File: config.mk
export PLATFORM = sky130hd
export DESIGN_NAME = rr_req_scheduler
export DESIGN_NICKNAME = d
export VERILOG_FILES = /design/src/rtl/rr_req_scheduler.sv
export SDC_FILE = /design/constraint.sdc
export NUM_CORES = 1
export LEC_CHECK = 0
export ABC_CLOCK_PERIOD_IN_PS = 7600
export CORE_ASPECT_RATIO = 1.25
export CORE_MARGIN = 8
export CORE_UTILIZATION = 30
export DETAILED_ROUTE_END_ITERATION = 8
export SKIP_LAST_GASP = 1
export SYNTH_ARGS = -nofsm -noshare
export SYNTH_HDL_FRONTEND = slang
export SYNTH_SLANG_ARGS = --single-unit
File: constraint.sdc
create_clock -name clk -period 7.6 [get_ports clk]
set_input_delay 2.28 -clock clk [delete_from_list [all_inputs] [get_ports clk]]
set_output_delay 2.28 -clock clk [all_outputs]
set_load 0.05 [all_outputs]
File: src/rtl/rr_req_scheduler.sv
// Round-robin scheduler: one grant at a time among 16 requesters, descending search from a rotating pointer.
// Latency: request sampled in IDLE -> registered grant one edge later; release/drop/timeout -> idle one edge later.
// Backpressure: a grant is held until release_i, loss of the owner's request, or MAX_HOLD cycles elapse.
module rr_req_scheduler #(
    parameter int         N_REQ     = 16,
    parameter logic [7:0] MAX_HOLD  = 8'd255,
    parameter logic [7:0] IDLE_CODE = 8'hF0
) (
    input  logic             clk,
    input  logic             rst,
    input  logic [N_REQ-1:0] req,
    input  logic             release_i,
    output logic [N_REQ-1:0] grant,
    output logic             grant_valid,
    output logic [7:0]       grant_idx,
    output logic             timeout
);

    typedef enum logic {
        S_IDLE  = 1'b0,
        S_GRANT = 1'b1
    } state_t;

    state_t     state;
    logic [3:0] ptr;
    logic [3:0] owner;
    logic [7:0] hold_cnt;

    logic       win_found;
    logic [3:0] win_idx;
    logic [3:0] cand;
    logic       end_grant;
    logic       hold_expired;

    // Priority search: walk ptr, ptr-1, ... with 4-bit wrap; first set request wins.
    always_comb begin
        win_found = 1'b0;
        win_idx   = 4'd0;
        cand      = 4'd0;
        for (int i = 0; i < 16; i++) begin
            cand = ptr - 4'(i);
            if (!win_found && req[cand]) begin
                win_found = 1'b1;
                win_idx   = cand;
            end
        end
    end

    // Grant-end conditions, in priority order release > drop > hold expiry.
    always_comb begin
        hold_expired = (hold_cnt == (MAX_HOLD - 8'd1));
        end_grant    = release_i || !req[owner] || hold_expired;
    end

    // Scheduler FSM with all outputs registered alongside the state.
    always_ff @(posedge clk) begin
        if (rst) begin
            state       <= S_IDLE;
            ptr         <= 4'hF;
            owner       <= 4'd0;
            hold_cnt    <= 8'd0;
            grant       <= '0;
            grant_valid <= 1'b0;
            grant_idx   <= IDLE_CODE;
            timeout     <= 1'b0;
        end else begin
            timeout <= 1'b0;
            case (state)
                S_IDLE: begin
                    if (win_found) begin
                        state       <= S_GRANT;
                        owner       <= win_idx;
                        hold_cnt    <= 8'd0;
                        grant       <= {{(N_REQ-1){1'b0}}, 1'b1} << win_idx;
                        grant_valid <= 1'b1;
                        grant_idx   <= {4'b0000, win_idx};
                    end
                end
                S_GRANT: begin
                    if (end_grant) begin
                        // Resume the search just below the finished owner; no re-search this cycle.
                        state       <= S_IDLE;
                        ptr         <= owner - 4'd1;
                        hold_cnt    <= 8'd0;
                        grant       <= '0;
                        grant_valid <= 1'b0;
                        grant_idx   <= IDLE_CODE;
                        timeout     <= !release_i && req[owner];
                    end else begin
                        hold_cnt <= hold_cnt + 8'd1;
                    end
                end
                default: begin
                    state <= S_IDLE;
                end
            endcase
        end
    end

endmodule

### After elaboration in Yosys (flattened, before gate mapping)

Cells that the tools add are included.

| word-level totals | value |
|---|---|
| output and inout port bits | 26 |
| flip-flop bits (word level) | 43 |
| input bits | 19 |
| word-level logic and storage cells | 168 |

| operators by class | value |
|---|---|
| $lt $le $gt $ge | 17 |
| add/subtract/negate cells | 17 |
| reductions and logical operators | 39 |
| bitwise logic cells | 2 |
| shift-type cells | 1 |
| eq/ne operators | 3 |
| muxes and demuxes | 81 |

Operators by type and width:

| kind | count |
|---|---|
| 4-bit by 5-bit < comparator with 1-bit output, second input constant | 17 |
| 1-bit binary-select mux with 4-bit select | 17 |
| 4-bit 2-to-1 mux | 16 |
| 1-bit 2-to-1 mux | 37 |
| 16-bit 2-to-1 mux | 2 |
| 8-bit 2-to-1 mux | 4 |
| 16-bit one-hot mux with 2 select lines | 1 |
| 8-bit one-hot mux with 2 select lines | 2 |
| 4-bit subtractor, second input constant | 8 |
| 1-bit logical NOT | 17 |
| 1-bit logical AND | 16 |
| 1-bit by 4-bit << shifter with 16-bit output, first input constant | 1 |
| 4-bit by 3-bit subtractor with 4-bit output, second input constant | 4 |
| 8-bit by 1-bit adder with 8-bit output, second input constant | 1 |
| 8-bit == test, second input constant | 1 |
| 4-bit by 1-bit subtractor with 4-bit output, second input constant | 2 |
| 4-bit by 2-bit subtractor with 4-bit output, second input constant | 2 |
| 2-bit AND reduction | 3 |
| 1-bit one-hot mux with 2 select lines | 2 |
| 3-bit OR reduction | 1 |
| 1-bit logical OR | 2 |
| 2-bit by 1-bit != test with 1-bit output, second input constant | 1 |
| 2-bit != test, second input constant | 1 |
| 1-bit inverter | 2 |

### Logic depth before layout (Yosys ltp)

Gate-level depths: netlist of the first run.

| logic depth | value |
|---|---|
| depth in word-level cells | 51 |
| mapped depth | 20 |
| mapped depth without buffers | 13 |

### Worst setup path after synthesis of the first run

Ideal clock, no wire load.

| path | value |
|---|---|
| kind | input port to flip-flop |
| start point | input port req[6] |
| end point | register grant[10] |
| setup time | 0.117 ns |
| path buffers | 1 |
| slack | 2.253 ns |
| stages | 12 |
| arrival time | 5.230 ns |
| path through | mux4_1 > mux2i_1 > mux2_2 > nand3b_2 > or4b_1 > buf_2 > nor4b_2 > a21oi_1 > o221ai_1 > o32ai_2 > and3_1 > a22o_1 |

| between the ends | value |
|---|---|
| word-level cells in the longest chain between the ends | 51 |

Ends and longest elaborated chain:

| what | line | text |
|---|---|---|
| start, declared | 11 | `input logic [N_REQ-1:0] req,` |
| 1-bit binary-select mux with 4-bit select | 42 | `if (!win_found && req[cand]) begin` |
| 1-bit 2-to-1 mux (not written as such) | 42 |  |
| 1-bit 2-to-1 mux | 42 |  |
| 1-bit logical NOT | 42 |  |
| 1-bit logical AND | 42 |  |
| 1-bit 2-to-1 mux | 42 |  |
| 1-bit logical NOT | 42 |  |
| 1-bit logical AND | 42 |  |
| [35 not listed] | - |  |
| 1-bit logical AND | 42 |  |
| 1-bit 2-to-1 mux | 42 |  |
| 1-bit logical NOT | 42 |  |
| 1-bit logical AND | 42 |  |
| 4-bit 2-to-1 mux | 42 |  |
| 1-bit by 4-bit << shifter with 16-bit output | 74 | `grant <= {{(N_REQ-1){1'b0}}, 1'b1} << win_idx;` |
| 16-bit 2-to-1 mux | 70 | `if (win_found) begin` |
| 16-bit one-hot mux with 2 select lines | 68 | `case (state)` |
| end signal, assigned | 74 |  |
| end, declared | 13 | `output logic [N_REQ-1:0] grant,` |

Several ways; a longest one is shown, not always the timed one. The select of a mux whose other input is x is not followed.
A chain may end at the register's enable or synchronous reset.

### Worst setup path in the final report of the first run

| path | value |
|---|---|
| start point | input port req[3] |
| end point | register grant[0] |

Same word-level chain as after synthesis.

==> summary.md, run 1 <==
| Metric | Value |
|---|---|
| Outcome | `completed` |
| Peak supply drop | `0.000231 V` |
| Slowest-stage cell, CP | `mux4_1` |
| Slew of the pin with the lowest slew margin | `1.00 ns` |
| Pwr per Cell Area | `476 nW/um^2` |
| Most common cell in the synthesized netlist | `nand2_1` |
| Area of the mapped netlist | `4380 sq um` |
| I/O pins | `45` |
| DR vias | `4251` |
| Required time of the critical path | `7.82 ns` |
| Internal | `1.14 mW` |
| Critical Path Max Stage Delay | `0.68 ns` |
| Via/cell ratio | `6.17` |
| Largest net degree at the start of global routing | `36` |
| Flop pwr share | `12.7%` |
| TritonCTS clock tree | `done` |
| Layout cells sized above 1 | `16.4%` |
| Iter 0 DRT Violations | `362` |
| Top post-synthesis cells by area | `dfxtp_1 (18%), mux4_2 (17%), mux2i_1 (6.2%), a21oi_1 (4.0%), mux2_2 (3.6%)` |
| First-pass GRT wire length | `22200 microns` |
| Net Sw Power | `1.29 mW` |
| Gr ovfl total | `0` |
| Pins Over Slew Limit | `0` |
| Hold-fix buffers, CTS | `0` |
| Starting Density | `30.5%` |
| Post-CTS Setup Bufs | `0` |
| Die Y | `151 microns` |
| Vias in the first global route | `4084` |
| Crit share post-route | `83.2%` |
| Port Buffers | `44` |
| Core Box Area | `14300 sq um` |
| Post-route setup slack | `1.28 ns` |
| Fin. Hold Viols | `0` |
| Worst-path clk slew | `0.06 ns` |
| Worst Path Arrival | `6.54 ns` |
| Area Growth Syn to Fin | `16.5%` |
| CP endpoint kind | `register` |
| Synthesized instance count | `481` |
| Routed length per placed instance | `20.1 microns` |
| Clock Tree Buf Depth | `2` |
| Synth Area in Simple Gates | `20.7%` |
| Clk root buf | `clkbuf_16` |
| DRT Pass-1 Iters | `5` |
| Post-synthesis compound-gate area fraction | `20.1%` |
| CTS resizes | `0` |
| Finished Core Util | `35.5%` |
| Post-synth EDFFs | `0` |
| Post-synthesis net count | `510` |
| Critical Path Start Type | `input port` |
| Ys async rst share | `0%` |
| Final Setup Violations | `0` |
| Critical path fanouts, max | `16` |
| CTS Buf Count | `5` |
| Tot GR Track Use | `14.8%` |
| Seq/Total Area, Yosys | `18.3%` |
| Switching part of the total power | `53.2%` |
| Fin crit period | `6.32 ns` |
| Xor/xnor share of the synthesized area | `2.54%` |
| Rel. slew slack | `33.1%` |
| Type of the most critical hold path | `reg2reg` |
| Number of max-cap violations | `0` |
| Max Clock Skew | `0.00600 ns` |
| # rows | `49` |
| Layout Nets | `539` |
| DP HPWL | `10200 microns` |
| Placed cell area | `4920 sq um` |
| Dominant cell type by area after synthesis | `dfxtp_1` |
| Mux share of post-synthesis cell area | `30.6%` |
| Comb power frac | `77.1%` |
| Post-route ant nets | `0` |
| Synth unique cells | `84` |
| Hold Path Cell Cnt | `2` |
| Routed WL | `13800 microns` |
| Worst Path Buf+Inv | `1` |
| Leakage | `1.86 nW` |
| GPL Wtd Cong | `0.976` |
| Width of the die | `124 microns` |
| Share of the synthesized area in the top cell type | `18.3%` |
| Adder-cell share of the synthesized area | `2.86%` |
| Critical path depth | `11` |
| Ys Warns | `0` |
| N_diodes | `0` |
| Final TNS setup | `0 ns` |
| Drt drc | `0` |
| Pre-CTS WS | `1.06 ns` |
| Synth top cells by count | `nand2_1 (42), dfxtp_1 (40), a21oi_1 (35), mux4_2 (33), nor2_1 (33)` |
| Seq cells post-synth | `40` |
| # H-tree levels | `2` |
| Path depth of the worst reg2reg path | `13` |
| Initial antenna violation count | `0` |
| Clock power share | `10.2%` |
| Cells along the critical path | `clkdlybuf4s50_1, mux4_1, mux4_2, nand3b_1, or4b_4, nor2_4, nand2_2, nor4_4, nand2b_2, and2b_1, a22o_1` |
| Clk_lat worst skew | `0.28 ns` |
| Class of the most critical setup path | `in2reg` |
| RSZ-0062 raised after global routing | `no` |
| Synth Flop Type | `dfxtp_1` |
| Die ar. | `18700 sq um` |
| Sink Count | `40` |
| Largest family of logic cells by synthesized area | `multiplexers` |
| Finished Cell Area | `5100 sq um` |
| Crit path max-delay family | `simple AND/OR/NAND/NOR gates` |
| Filler Cell Count | `1470` |
| Max Fclk | `158 MHz` |
| Syn_area_per_cell | `9.10 sq um` |
area by class of cell:
class / instances / area (sq um) / area share (%)
timing repair buffer: 51 / 493 / 9.67
sequential: 40 / 801 / 15.7
multi-input combinational: 400 / 3360 / 65.9
tap: 178 / 223 / 4.37
clock buffer: 6 / 139 / 2.72
clock inverter: 2 / 38.8 / 0.761
inverter: 12 / 45.0 / 0.883
through the flow:
| step | power [mW] | cells | hold WS, ns |
|---|---|---|---|
| after floorplan | 1.69 | 481 | 0.458 |
| after global placement | 2.14 | 681 | 0.443 |
| after detailed placement | 2.14 | 681 | 0.445 |
| final | 2.43 | 689 | 0.456 |
| after CTS | 2.40 | 689 | 0.459 |
| after global routing | 2.59 | 689 | 0.476 |
metal layers:
| metal | wire length [microns] | vias up | global-route usage, % |
|---|---|---|---|
| met4 | 589 | 0 | 6.74 |
| li1 | - | 1922 | - |
| met3 | 838 | 45 | 3.10 |
| met1 | 5550 | 2070 | 17.7 |
| met5 | 0 | - | 0 |
| met2 | 6860 | 214 | 24.8 |
sequential cells by signal, summed over array words and instances, names as in the netlist:
| name | cells |
|---|---|
| state | 1 |
| grant_idx | 5 |
| grant | 16 |
| hold_cnt | 8 |
| owner | 4 |
| grant_valid | 1 |
| ptr | 4 |
| timeout | 1 |
power groups by stage:
| stage | sequential [mW] | clock (mW) | combinational (mW) |
|---|---|---|---|
| after floorplan | 0.386 | 0 | 1.30 |
| after global placement | 0.311 | 0 | 1.83 |
| after detailed placement | 0.311 | 0 | 1.83 |
| after CTS | 0.308 | 0.253 | 1.84 |
| after global routing | 0.314 | 0.264 | 2.01 |
| final | 0.308 | 0.248 | 1.87 |
cell usage in the layout, fill, tap and decap left out, types with 6 or more instances in the layout:
master,n
mux2_1,9
mux4_2,33
mux2_2,14
mux2i_1,27
inv_1,10
clkdlybuf4s50_1,44
or3_1,8
nand2b_1,8
dfxtp_1,40
and3_1,8
o2bb2ai_1,11
a22o_1,9
o21ai_0,18
ha_1,10
nor2_1,33
xnor2_1,6
a31oi_1,6
nor3_1,13
nand2_1,42
a21oi_1,35
nand3_1,9
buf_4,7
worst paths after layout:
path	from	slack (ns)	end
setup reg to reg	ptr[1]$_SDFFE_PP1P_	2.34	grant[0]$_SDFFE_PP0P_
setup / recovery	req[3]	1.28	grant[0]$_SDFFE_PP0P_
hold / removal	grant_valid$_SDFFE_PP0P_	0.46	grant_valid$_SDFFE_PP0P_
hold reg to reg	grant_valid$_SDFFE_PP0P_	0.46	grant_valid$_SDFFE_PP0P_
cells by family after synthesis:
| group | Yosys count |
|---|---|
| simple gates | 166 |
| mux | 86 |
| compound gates | 127 |
| buf+inv | 41 |
| fa+ha+maj | 10 |
| flops | 40 |
| xor+xnor | 11 |
tightest hold or removal path, delay by kind of cell, from the launching register on:
kind	cells	cell delay, ns
AO/OA/AOI/OAI	1	0.05
flip-flops	1	0.31
AND/OR/NAND/NOR	1	0.05
Power figures use the tool's default switching activity.
==> run 2: changes to the inputs <==
--- a/config.mk
+++ b/config.mk
@@ -5,7 +5,7 @@
 export SDC_FILE = /design/constraint.sdc
 export NUM_CORES = 1
 export LEC_CHECK = 0
-export ABC_CLOCK_PERIOD_IN_PS = 7600
+export ABC_CLOCK_PERIOD_IN_PS = 5900
 export CORE_ASPECT_RATIO = 1.25
 export CORE_MARGIN = 8
 export CORE_UTILIZATION = 30
==> constraint.sdc (replaced) <==
create_clock -name clk -period 5.9 [get_ports clk]
set_input_delay 1.77 -clock clk [delete_from_list [all_inputs] [get_ports clk]]
set_output_delay 1.77 -clock clk [all_outputs]
set_load 0.05 [all_outputs]
==> run 2 against run 1 <==
Net effect:
- first-iteration DRC count increased by 9.7%
- die area unchanged
- via count decreased by 0.38%
==> summary.md, run 2 (synthesis results as in run 1) <==
| Metric | Value |
|---|---|
| Flop pwr share | `12.3% (was 12.7%)` |
| Die ar. | `18700 sq um (unchanged)` |
| Layout Nets | `553 (was 539)` |
| # rows | `49 (unchanged)` |
| Slowest-stage cell, CP | `or4b_1 (was mux4_1)` |
| Port Buffers | `44 (unchanged)` |
| Switching part of the total power | `52.9% (was 53.2%)` |
| Max Clock Skew | `0.00436 ns (was 0.00600 ns)` |
| Iter 0 DRT Violations | `397 (was 362)` |
| Clk_lat worst skew | `0.28 ns (about the same)` |
| Layout cells sized above 1 | `18.7% (was 16.4%)` |
| N_diodes | `0 (unchanged)` |
| Crit share post-route | `93.8%` |
| Type of the most critical hold path | `reg2reg (unchanged)` |
| Slew of the pin with the lowest slew margin | `0.968 ns (was 1.00 ns)` |
| Pins Over Slew Limit | `0 (unchanged)` |
| Gr ovfl total | `0 (unchanged)` |
| GPL Wtd Cong | `0.978 (was 0.976)` |
| Cells along the critical path | `clkdlybuf4s50_1, mux4_1, mux2i_1, mux2_2, nand3b_2, or4b_1, nor2_4, a32oi_1, a211oi_1, a2bb2oi_1, buf_4, or2b_1, o2bb2ai_1 (was clkdlybuf4s50_1, mux4_1, mux4_2, nand3b_1, or4b_4, nor2_4, nand2_2, nor4_4, nand2b_2, and2b_1, a22o_1)` |
| DRT Pass-1 Iters | `5 (unchanged)` |
| Hold-fix buffers, CTS | `0 (unchanged)` |
| Vias in the first global route | `4116 (was 4084)` |
| Die Y | `151 microns (unchanged)` |
| Comb power frac | `79.1% (was 77.1%)` |
| Final TNS setup | `0 ns (unchanged)` |
| Biggest register | `grant (unchanged)` |
| RSZ-0062 raised after global routing | `no (unchanged)` |
| Starting Density | `30.5% (unchanged)` |
| Largest registers | `grant (16), hold_cnt (8), grant_idx (5) (unchanged)` |
| Critical Path Max Stage Delay | `0.66 ns (was 0.68 ns)` |
| # H-tree levels | `2 (unchanged)` |
| Net Sw Power | `1.69 mW (was 1.29 mW)` |
| Clk root buf | `clkbuf_16 (unchanged)` |
| Critical Path Start Type | `input port (unchanged)` |
| Post-CTS Setup Bufs | `0 (unchanged)` |
| Worst Path Arrival | `5.74 ns (was 6.54 ns)` |
| Routed WL | `13800 microns (about the same)` |
| Drt drc | `0 (unchanged)` |
| Internal | `1.50 mW (was 1.14 mW)` |
| Required time of the critical path | `6.10 ns (was 7.82 ns)` |
| Post-route ant nets | `0 (unchanged)` |
| Max FFs per register | `16 (unchanged)` |
| Outcome | `completed (unchanged)` |
| Sink Count | `40 (unchanged)` |
| Leakage | `1.91 nW (was 1.86 nW)` |
| Clock Tree Buf Depth | `2 (unchanged)` |
| DP HPWL | `10600 microns (was 10200 microns)` |
| Most frequent cells in the layout | `clkdlybuf4s50_1 (44), nand2_1 (42), dfxtp_1 (40) (unchanged)` |
| DR vias | `4235 (was 4251)` |
| Tot GR Track Use | `14.9% (was 14.8%)` |
| Max Fclk | `181 MHz` |
| CTS resizes | `0 (unchanged)` |
| Layout Cells excl Fill | `703 (was 689)` |
| Critical path fanouts, max | `9 (was 16)` |
| Core Box Area | `14300 sq um (unchanged)` |
| TritonCTS clock tree | `done (unchanged)` |
| Via/cell ratio | `6.02 (was 6.17)` |
| Routed length per placed instance | `19.7 microns (was 20.1 microns)` |
| CP endpoint kind | `register (unchanged)` |
| Rel. slew slack | `35.3% (was 33.1%)` |
| Peak supply drop | `0.000403 V (was 0.000231 V)` |
| Routing usage on met3 | `2.09% (was 3.10%)` |
| Worst-path clk slew | `0.06 ns (about the same)` |
| Placed cell count | `695 (was 681)` |
| First-pass GRT wire length | `22200 microns (about the same)` |
| GR Layer Usage met2 | `25.8% (was 24.8%)` |
| I/O pins | `45 (unchanged)` |
| Final Setup Violations | `0 (unchanged)` |
| Met1 Use GR | `17.6% (was 17.7%)` |
| Class of the most critical setup path | `in2reg (unchanged)` |
| Commonest non-fill, non-tap cell in the layout | `clkdlybuf4s50_1 (unchanged)` |
| Area Growth Syn to Fin | `18.3% (was 16.5%)` |
| CTS Buf Count | `5 (unchanged)` |
| Number of max-cap violations | `0 (unchanged)` |
| Clock power share | `8.5% (was 10.2%)` |
| Width of the die | `124 microns (unchanged)` |
| Pwr per Cell Area | `615 nW/um^2 (was 476 nW/um^2)` |
| Fin. Hold Viols | `0 (unchanged)` |
| Largest net degree at the start of global routing | `36 (unchanged)` |
| Fin crit period | `5.54 ns` |
| Top Usage Layer GRT | `met2 (unchanged)` |
| Initial antenna violation count | `0 (unchanged)` |
-- run 2: changes by cell type in the layout (fill, tap and decap cells not counted) --
cell,change
buf_4,+14
clkinv_4,-1
bufinv_16,-1
clkinvlp_4,+2
-- run 2: final timing paths --
check                                         startpoint                  endpoint  slack, ns  cells past startpoint
worst max-delay path                              req[5]    grant[14]$_SDFFE_PP0P_       0.36                     13
worst min-delay path            grant_valid$_SDFFE_PP0P_  grant_valid$_SDFFE_PP0P_       0.46                      2
worst min register to register  grant_valid$_SDFFE_PP0P_  grant_valid$_SDFFE_PP0P_       0.46                      2
worst max register to register       ptr[1]$_SDFFE_PP1P_    grant[14]$_SDFFE_PP0P_       0.94                     14
-- run 2: power groups by stage --
stage,clock network [mW],registers (mW),logic [mW]
floorplan,0,0.497,1.68
global placement,0,0.399,2.47
detailed placement,0,0.400,2.47
CTS,0.278,0.395,2.48
global route,0.291,0.402,2.69
finish,0.272,0.393,2.52
-- run 2: area by class of cell --
| class | count | area (sq um) |
|---|---|---|
| clock inverters | 2 | 15.0 |
| inverters | 12 | 45.0 |
| repair buffers | 65 | 598 |
| fillers | 1495 | 9170 |
| well taps | 178 | 223 |
| flip-flops and latches | 40 | 801 |
| multi-input cells | 400 | 3360 |
| clock buffers | 6 | 139 |
-- run 2: metrics by stage --
step / worst slack (ns) / utilization [%] / power (mW) / hold slack, ns / cell area, sq um
2_1_floorplan: 1.06 / - / 2.17 / 0.458 / 4380
3_3_place_gp: 0.183 / 35.0 / 2.87 / 0.446 / 5030
3_5_place_dp: 0.134 / 35.0 / 2.87 / 0.449 / 5030
4_1_cts: 0.380 / 36.1 / 3.16 / 0.458 / 5180
5_1_grt: 0.166 / 36.1 / 3.39 / 0.479 / 5180
6_report: 0.364 / 36.1 / 3.19 / 0.457 / 5180
-- run 2: metal layers --
| layer | vias to the layer above | wire, microns | share of wire [%] |
|---|---|---|---|
| li1 | 1966 | - | - |
| met1 | 2057 | 5580 | 40 |
| met2 | 171 | 6970 | 50 |
| met3 | 41 | 756 | 5.5 |
| met4 | 0 | 548 | 4.0 |
| met5 | - | 0 | 0 |
-- run 2: critical path, delay by kind of cell --
kind / cells / cell delay (ns)
compound gates: 4 / 0.80
buf+inv: 2 / 0.75
simple gates: 4 / 1.26
mux: 3 / 1.15
